<file path="src/rtl/mux_sel_sequencer.sv">
// Front-end for a 5-bit 2:1 multiplexer: captures operands A and B from a shared bus
// and alternates the select every DWELL cycles while enabled and both operands are loaded.
module mux_sel_sequencer #(
    parameter int unsigned DWELL = 4
) (
    input  logic       clk,
    input  logic       rst_n,
    input  logic [4:0] data_in,
    input  logic       load_a,
    input  logic       load_b,
    input  logic       clear,
    input  logic       enable,
    output logic [4:0] a,
    output logic [4:0] b,
    output logic       sel,
    output logic       valid,
    output logic       toggle
);

    localparam int unsigned DATA_W = 5;
    localparam int unsigned CNT_W  = 8;
    localparam logic [CNT_W-1:0] TERM = CNT_W'(DWELL - 1);

    typedef enum logic [1:0] {
        IDLE  = 2'd0,
        SEL_A = 2'd1,
        SEL_B = 2'd2
    } state_t;

    state_t             state;
    state_t             state_nxt;
    logic [CNT_W-1:0]   cnt;
    logic [CNT_W-1:0]   cnt_nxt;
    logic               sel_nxt;
    logic               toggle_nxt;
    logic               have_a;
    logic               have_b;
    logic               have_a_nxt;
    logic               have_b_nxt;
    logic               valid_nxt;
    logic [DATA_W-1:0]  a_nxt;
    logic [DATA_W-1:0]  b_nxt;

    // Operand capture; valid tracks the post-edge flags so it appears with the completing load.
    always_comb begin
        a_nxt      = a;
        b_nxt      = b;
        have_a_nxt = have_a;
        have_b_nxt = have_b;
        if (clear) begin
            a_nxt      = '0;
            b_nxt      = '0;
            have_a_nxt = 1'b0;
            have_b_nxt = 1'b0;
        end else begin
            if (load_a) begin
                a_nxt      = data_in;
                have_a_nxt = 1'b1;
            end
            if (load_b) begin
                b_nxt      = data_in;
                have_b_nxt = 1'b1;
            end
        end
        valid_nxt = have_a_nxt & have_b_nxt;
    end

    always_comb begin
        state_nxt  = state;
        cnt_nxt    = cnt;
        sel_nxt    = sel;
        toggle_nxt = 1'b0;
        case (state)
            IDLE: begin
                sel_nxt = 1'b0;
                cnt_nxt = '0;
                if (enable && valid) begin
                    state_nxt = SEL_A;
                end
            end
            SEL_A, SEL_B: begin
                // Dropping enable wins over a terminal count: exit quietly with sel back at A.
                if (!enable) begin
                    state_nxt = IDLE;
                    sel_nxt   = 1'b0;
                    cnt_nxt   = '0;
                end else if (cnt == TERM) begin
                    cnt_nxt    = '0;
                    toggle_nxt = 1'b1;
                    if (state == SEL_A) begin
                        state_nxt = SEL_B;
                        sel_nxt   = 1'b1;
                    end else begin
                        state_nxt = SEL_A;
                        sel_nxt   = 1'b0;
                    end
                end else begin
                    cnt_nxt = cnt + 1'b1;
                end
            end
            default: begin
                state_nxt = IDLE;
                sel_nxt   = 1'b0;
                cnt_nxt   = '0;
            end
        endcase
        if (clear) begin
            state_nxt  = IDLE;
            cnt_nxt    = '0;
            sel_nxt    = 1'b0;
            toggle_nxt = 1'b0;
        end
    end

    always_ff @(posedge clk or negedge rst_n) begin
        if (!rst_n) begin
            state  <= IDLE;
            cnt    <= '0;
            sel    <= 1'b0;
            toggle <= 1'b0;
            a      <= '0;
            b      <= '0;
            have_a <= 1'b0;
            have_b <= 1'b0;
            valid  <= 1'b0;
        end else begin
            state  <= state_nxt;
            cnt    <= cnt_nxt;
            sel    <= sel_nxt;
            toggle <= toggle_nxt;
            a      <= a_nxt;
            b      <= b_nxt;
            have_a <= have_a_nxt;
            have_b <= have_b_nxt;
            valid  <= valid_nxt;
        end
    end

endmodule

</file>
<file path="config.mk">
export PLATFORM = sky130hd
export DESIGN_NAME = mux_sel_sequencer
export DESIGN_NICKNAME = d
export VERILOG_FILES = /design/src/rtl/mux_sel_sequencer.sv
export SDC_FILE = /design/constraint.sdc
export NUM_CORES = 1
export LEC_CHECK = 0
export ABC_AREA = 1
export CAP_MARGIN = 10
export CORE_UTILIZATION = 45
export CTS_BUF_LIST = sky130_fd_sc_hd__clkbuf_8
export DETAILED_ROUTE_END_ITERATION = 10
export GPL_TIMING_DRIVEN = 0
export PLACE_DENSITY_LB_ADDON = 0.3
export SLEW_MARGIN = 20
export SYNTH_ARGS = -nofsm -noshare
export SYNTH_HDL_FRONTEND = slang
export SYNTH_SLANG_ARGS = --single-unit
</file>
<file path="constraint.sdc">
create_clock -name clk -period 1.3 [get_ports clk]
set_input_delay 0.26 -clock clk [delete_from_list [all_inputs] [get_ports clk]]
set_output_delay 0.26 -clock clk [all_outputs]
set_load 0.01 [all_outputs]
</file>
==> summary by stage, run 1 <==
Synthesis
The count of synthesis-stage warnings from yosys is 0. Counting flops and latches in the post-synthesis netlist gives 25. The library cell occupying the most area in the post-synthesis netlist is dfrtp_1.

The number of nets in the synthesized netlist is 146. Synthesis instantiated 16 different standard cells from the library. The fraction of post-synthesis cell area in the top cell type by area is 0.548. Counting every instance in the synthesized netlist gives 130. After synthesis, the cell types taking the most area are dfrtp_1 55%, nand2_1 9.5%, inv_1 5.9%. For this run, the register share of the synthesized area comes to 0.548.

The area of the mapped netlist is 1140 sq um. The mean area per synthesized cell is 8.79 sq um.

Critical path
The biggest cell delay along the critical path is 0.38 ns. STA classifies the critical path startpoint as a flop. STA puts the critical path data arrival time at 1.57 ns. The classification of the worst setup path is flop to flop. For the worst setup path, the data required time is 1.49 ns. The slowest stage of the critical path is the dfrtp_1 cell. The slack of the worst reg-to-reg path is -0.08 ns. The cell with the most instances on the worst path is inv_2. STA classifies the critical path endpoint as a flop. Walking the worst path, the cells encountered are inv_2 -> ha_4 -> inv_2 -> nor3_4 -> buf_6 -> nand2_8 -> nor3_2. Of all nets on the critical path, the largest fanout is 4.

Place
Detailed placement ended at an HPWL of 1.68 mm. In this run the tool buffered the top-level ports with 23 buffer cells. The final weighted congestion in routability-driven placement is 0.774. The pre-CTS setup slack is -0.380 ns.

Detailed routing
The number of nets still failing antenna checks after routing is 0. The pre-antenna-repair detailed-routing pass consisted of 4 iterations. The detailed router finished its first iteration with 13 violations. The post-detailed-route wirelength per cell is 12.7 um. In the routed layout, each cell is associated on average with a via count of 4.96. The post-route DRC violation count is 0. Across all layers, the routed design uses 968 vias. The total routed wirelength is between 2 and 2.5 mm.

Timing
The peak clock frequency supported by timing is approximately 720 MHz. The shortest clock period the worst path allows after layout is 1.38 ns. The relative slew slack is 0.634. Once routing completed, OpenROAD measured the worst setup slack at -0.0799 ns. In the finished design, the share of the clock period the worst path needs comes to 1.06. Across all hold checks on the routed design, the worst slack comes to -0.0263 ns. Setup repair after global routing could not meet its margin everywhere. Setup violations remaining at the end of the flow were counted as 11. The count of final hold-check violations is 25. The clock skew after layout is 0.00257 ns.

At the pin with the least slew margin, the transition time is 0.549 ns. The number of max-slew violations in the final report is 0.

Clock tree
The cell at the root of the clock tree is clkbuf_8. The number of hold buffers added after CTS was 0. The number of buffers between clock root and the deepest sink is 2.

The clock latency at the later pin of the worst-skew pair is 0.26 ns. The number of clock sinks seen by CTS is 25. The CTS tree is built. The clock-pin slew on the worst setup and hold paths is 0.08 ns. In this run the number of H-tree levels came out at 1. Clock tree synthesis inserted a total of 3 buffers.

Die
The initial core utilization is 0.497. The die area is 2740 sq um. In this run the horizontal extent of the chip is 52.4 um.

For this design the top-level I/O count stands at 24. The vertical extent of the die is 52.4 um. The core area is about 2300 sq um. The number of cell rows is 17.

Cells and area
The layout-stage area growth over the synthesis result is 41.0%. 0 antenna diodes ended up in the layout. The final layout contains 184 nets. The utilization after layout is 0.701. In the final layout, the share of cells above drive strength 1 is 0.251.

Global routing
The first global-routing pass estimated around 3.9 mm of wire. In the global route stage, overall resource usage came out at 0.195. The number of global-route vias before repair was around 950.

The pin count of the biggest net entering global routing is 26. The total overflow left after global routing is 0. The initial antenna violation count came to 0.

Power
In this run the power density over the cells is 1140 nW/um^2. In this run the static leakage power is between 0.0008 and 0.0009 uW. Total power for the finished layout comes to 1840 uW. The worst voltage drop across the vdd grid is 0.924 mV.

Run status
The run finished, with violations left. The final reports fail on negative hold slack, negative setup slack.

Worst hold path
The class of the worst hold path is input pin to asynchronous set/reset pin.

Flow run
Across the run, the number of max-cap violations was 0.
-- worst max-delay path: cells and delay by family, from the launching register on --
family                   cells  cell delay [ns]
buffers and inverters        3             0.27
flip-flops                   1             0.38
AND/OR/NAND/NOR              3             0.40
adder cells (fa/ha/maj)      1             0.27
-- layout by cell type (no fill, tap or decap), types with 5 or more instances in the layout --
cell,count
buf_4,6
dlygate4sd2_1,13
nor2_1,7
inv_1,15
inv_2,5
nand3_1,7
clkdlybuf4s50_1,8
dfrtp_1,25
nand2_1,28
o21ai_0,11
-- report_power, final --
group	internal [uW]	total (uW)	switching [uW]
combinational	238	523	285
sequential	831	869	37.5
clock	211	445	235
total	1280	1840	557
-- metal layers --
layer / vias up / GRT usage / routed length [um]
li1: 486 / - / -
met1: 461 / 0.244 / 1070
met2: 19 / 0.348 / 1310
met3: 2 / 0.0261 / 81
met4: 0 / 0.0570 / 9
met5: - / 0 / 0
-- Yosys cell counts (all sizes together) --
master and n:
dfrtp 25, o21ai 11, ha 5, or2 2, nand3 11, inv 19
xor2 1, nor3 4, nor2 14, a21oi 6, nand2 32
-- path summary, 6_finish.rpt --
path                               start      to  depth (start not counted)
worst min-delay path               rst_n    b[2]                          1
worst max register to register  state[0]  cnt[5]                          7
worst min register to register      a[2]    a[2]                          2
worst max-delay path            state[0]  cnt[5]                          7
max in group asynchronous          rst_n  cnt[2]                          1
min in group clk                   clear  have_a                          2
-- layout make-up --
class / instances / area, sq um
multi-input cells: 87 / 543
flip-flops and latches: 25 / 626
fillers: 160 / 687
well taps: 28 / 35.0
clock buffers: 3 / 41.3
inverters: 19 / 71.3
clock inverters: 1 / 3.75
repair buffers: 32 / 290
-- kinds of logic (layout without fill, tap and decap cells) --
| group | count (synthesis) | count (layout) | share of synthesized area |
|---|---|---|---|
| DFF | 25 | 25 | 0.548 |
| AOI/OAI and AO/OA | 17 | 17 | 0.0745 |
| adders and majority gates | 5 | 5 | 0.0548 |
| buffers and inverters | 19 | 55 | 0.0624 |
| and+or+nand+nor | 63 | 64 | 0.253 |
| xor gates and xnor gates | 1 | 1 | 0.00767 |
-- registers in the layout (all words and copies together), names as in the netlist --
| signal | flops |
|---|---|
| have_a | 1 |
| sel | 1 |
| a | 5 |
| b | 5 |
| have_b | 1 |
| toggle | 1 |
| cnt | 8 |
| valid | 1 |
| state | 2 |
-- through the flow --
stage / instances / setup TNS [ns] / cell area, sq um
2_1_floorplan: 130 / -0.0451 / 1140
3_3_place_gp: 181 / -12.28 / 1410
3_5_place_dp: 181 / -14.21 / 1410
4_1_cts: 190 / -0.814 / 1510
5_1_grt: 195 / -1.36 / 1610
6_report: 195 / -0.463 / 1610
-- what timing repair did --
action / in CTS / in global routing
endpoints found under the setup margin: 50 / 12
pin swaps: 8 / 11
resized for setup: 24 / 18
buffers inserted: 4 / 5
gates cloned: 1 / 0
Power figures use the tool's default switching activity.
==> run 2: changes to the inputs <==
CORE_MARGIN = 3   (was unset)
SETUP_SLACK_MARGIN = 0.5   (was unset)
==> run 2 against run 1 <==
Against the previous run: the run ends with negative setup slack left; utilization shrank 3.4 points; setup slack better by 0.022 ns; clock skew down 0.0015 ns; cell count rose by 1.0%; sequential power decreased by 0.9%; die area up 16%; wire length down 1.6%; register-to-register slack improved by 0.02 ns; largest cell class unchanged.
==> summary by stage, run 2 (same netlist as run 1, synthesis figures left out) <==
Run status
The run finished, with violations left. The final reports fail on negative setup slack.

Timing
The transition time at the pin with the least slew margin is 0.621 ns. The count of final hold-check violations is 0. Of the available clock period, the critical path in the final layout requires 1.04. The post-route worst setup slack is -0.0581 ns.

The clock skew after layout is 0.00111 ns. The peak clock frequency supported by timing is approximately 740 MHz. In this run the tightest slew margin relative to its limit is 0.586.

The number of failing setup endpoints in the final timing report is 9. Subtracting the final worst setup slack from the clock period gives 1.36 ns. The number of max-slew violations in the final report is 0. Setup repair after global routing could not meet its margin everywhere.

Global routing
The number of global-route vias before repair is 955. The first global-routing pass estimated 4.04 mm of wire. The pin count of the biggest net entering global routing is 26. The initial antenna violation count is 0. The total overflow left after global routing is 0.

The total routing usage reported by global routing is 0.158.

Die
The vertical extent of the die is ~56 um. The die width is 56.4 um. The initial utilization of the core area, before any placement, comes to 0.493. After floorplanning, the core was sized to cover around 2300 sq um. The die covers 3180 sq um. The number of cell rows is 17. The I/O pin count is 24.

Power
The share of total power dissipated in combinational logic is 0.266. The sum of internal, switching and leakage power is 1770 uW. The internal power component is 1250 uW. The leakage component of the power is ~0.00079 uW. The power density over the cells is 1150 nW/um^2.

The clock network power share is 0.249. Of the total power, the share spent switching nets is 0.294. The worst-case IR drop observed on VDD is 1.15 mV.

The sequential power share is 0.485. Summed over all nets, the switching power comes to ~520 uW.

Detailed routing
For this block, the via count after detailed routing is 971. The sum of met2 wire segment lengths after detailed routing is 1.25 mm. The met3 layer wire length in the routed design is ~77 um. In the routed layout, each cell is associated on average with a via count of 4.93. The total routed wirelength is 2.43 mm.

The topmost layer with routed signal wires is met4. The number of nets still failing antenna checks after routing is 0. For this block, the initial DRC count from the detailed router was 31. The total routed wire length on the met1 layer is about 1.1 mm.

The count of TritonRoute iterations in the first routing pass is 4. The post-detailed-route wirelength per cell is 12.4 um. For this run, design rule violations remaining after detail routing come to 0.

Cells and area
The most common library cell in the layout ignoring fill and taps is nand2_1. The sequential standard cell area is 626 sq um. The final cell area excluding filler cells is 1550 sq um. The antenna diode count is 0. In the final design database the tool counted 186 nets. In the final layout, the multi-input gates occupy 507 sq um. The share of final-layout standard cells stronger than drive strength 1 is 0.308. In the final layout, the registers with the most flip-flops are cnt: 8 flops, a: 5 flops, b: 5 flops. The number of flip-flops in the largest register is 8.

For this run, the share of the core covered by cells in the final layout is 0.666. After filler insertion, the fill cell instance count of the layout stands at 189. Ranked by flip-flop count, first place goes to cnt.

In the layout the commonest cells are 29 x nand2_1, 25 x dfrtp_1, 14 x inv_1. The layout-stage area growth over the synthesis result is 35.3%.

Place
Routability-driven placement finished with a final weighted congestion of 0.730. At the placement stage, the worst setup path has a slack of -0.344 ns. The cell area reported after detailed placement is 1410 sq um. Buffers placed on the I/O ports in this run total 23.

Detailed placement finished with a half-perimeter wire length of 1.67 mm.

Clock tree
The number of clock sinks seen by CTS is 25. The number of buffers created by CTS is 3. The CTS tree is built. The clock-pin slew on the worst setup and hold paths is around 0.080 ns. CTS placed an instance of clkbuf_8 at the clock tree root. In this run the number of H-tree levels came out at 1. Hold repair after CTS inserted 0 buffers. The later pin in the worst-skew pair is clocked with a latency of between 0.2 and 0.3 ns. The clock passes through at most 2 buffers.

Critical path
The cell that appears most often on the critical path is inv_2. The worst reg-to-reg path cell count is 7. The signal on the critical path passes through inv_2 -> ha_4 -> inv_2 -> nor3_4 -> nand2_4 -> nand3_1 -> nand2_1.

The number of buffers and inverters on the critical path is 2. The worst setup path is launched from a flop. The biggest cell delay along the critical path is 0.36 ns. The required time at the endpoint of the critical path is 1.46 ns.

The slack of the worst reg-to-reg path is -0.06 ns. The type of element capturing the critical path is a flop. Of all nets on the critical path, the largest fanout is 5. Data on the critical path arrives at its endpoint at 1.51 ns.

The classification of the worst setup path is flop to flop. The worst register-to-register path ends at state[1]. The startpoint identified for the worst register-to-register timing path is state[1]. The slowest stage of the critical path belongs to the cell dfrtp_1.

The kind of cell adding the most delay to the critical path is simple AND/OR/NAND/NOR gates.

Flow run
The number of max-capacitance violations reported is 0.

Worst hold path
The class of the worst hold path is input pin to asynchronous set/reset pin.
run 2: cell types whose count changed in the layout (fill, tap and decap cells not counted), moves of 2 or more:
| cell | previous run | this run |
|---|---|---|
| nor2_1 | 7 | 9 |
| a21oi_2 | 2 | 0 |
| buf_4 | 6 | 10 |
| o21ai_0 | 11 | 5 |
| clkdlybuf4s50_1 | 8 | 6 |
| dlygate4sd2_1 | 13 | 0 |
| a21oi_1 | 4 | 6 |
| o21ai_1 | 0 | 6 |
| buf_2 | 1 | 13 |
run 2: worst max-delay path by stage:
stage / cells after the start / start / slack [ns] / end
after floorplan: 7 / state[0] / -0.02 / state[0]
after global placement: 5 / clear / -0.33 / state[1]
after detailed placement: 1 / rst_n / -0.34 / state[0]
after CTS: 7 / state[1] / -0.09 / state[1]
after global routing: 8 / cnt[0] / -0.20 / state[1]
final: 7 / state[1] / -0.06 / state[1]
run 2: layout make-up:
type / count / area share
clock buffer: 3 / 0.0267
clock inverter: 1 / 0.00243
inverter: 19 / 0.0478
multi-input combinational: 87 / 0.328
sequential: 25 / 0.405
tap: 28 / 0.0227
timing repair buffer: 34 / 0.168
run 2: what timing repair did:
action                                 4_1_cts  5_1_grt
buffers inserted                             5        6
endpoints found under the hold margin        0        0
gates cloned                                 1        0
setup endpoints to repair                   63       38
gates resized for setup                     70       17
pin swaps                                    4        4
run 2: power by group through the flow:
stage                     sequential (uW)  clock, uW  combinational [uW]
after floorplan                       893          0                 209
after global placement                883          0                 352
after detailed placement              886          0                 369
after CTS                             860        455                 451
after global routing                  870        480                 522
final                                 861        442                 472
run 2: metrics by stage:
step,hold WS (ns),std cells,TNS (ns)
CTS,0.122,191,-0.711
detailed placement,0.481,181,-13.43
floorplan,-0.0356,130,-0.0386
global route,0.146,197,-1.55
global placement,0.472,181,-11.94
finish,0.0990,197,-0.338
run 2: metal layers:
| metal | up-vias | global-route usage |
|---|---|---|
| met5 | - | 0 |
| met3 | 2 | 0.0276 |
| met1 | 459 | 0.204 |
| li1 | 495 | - |
| met2 | 15 | 0.279 |
| met4 | 0 | 0.0305 |
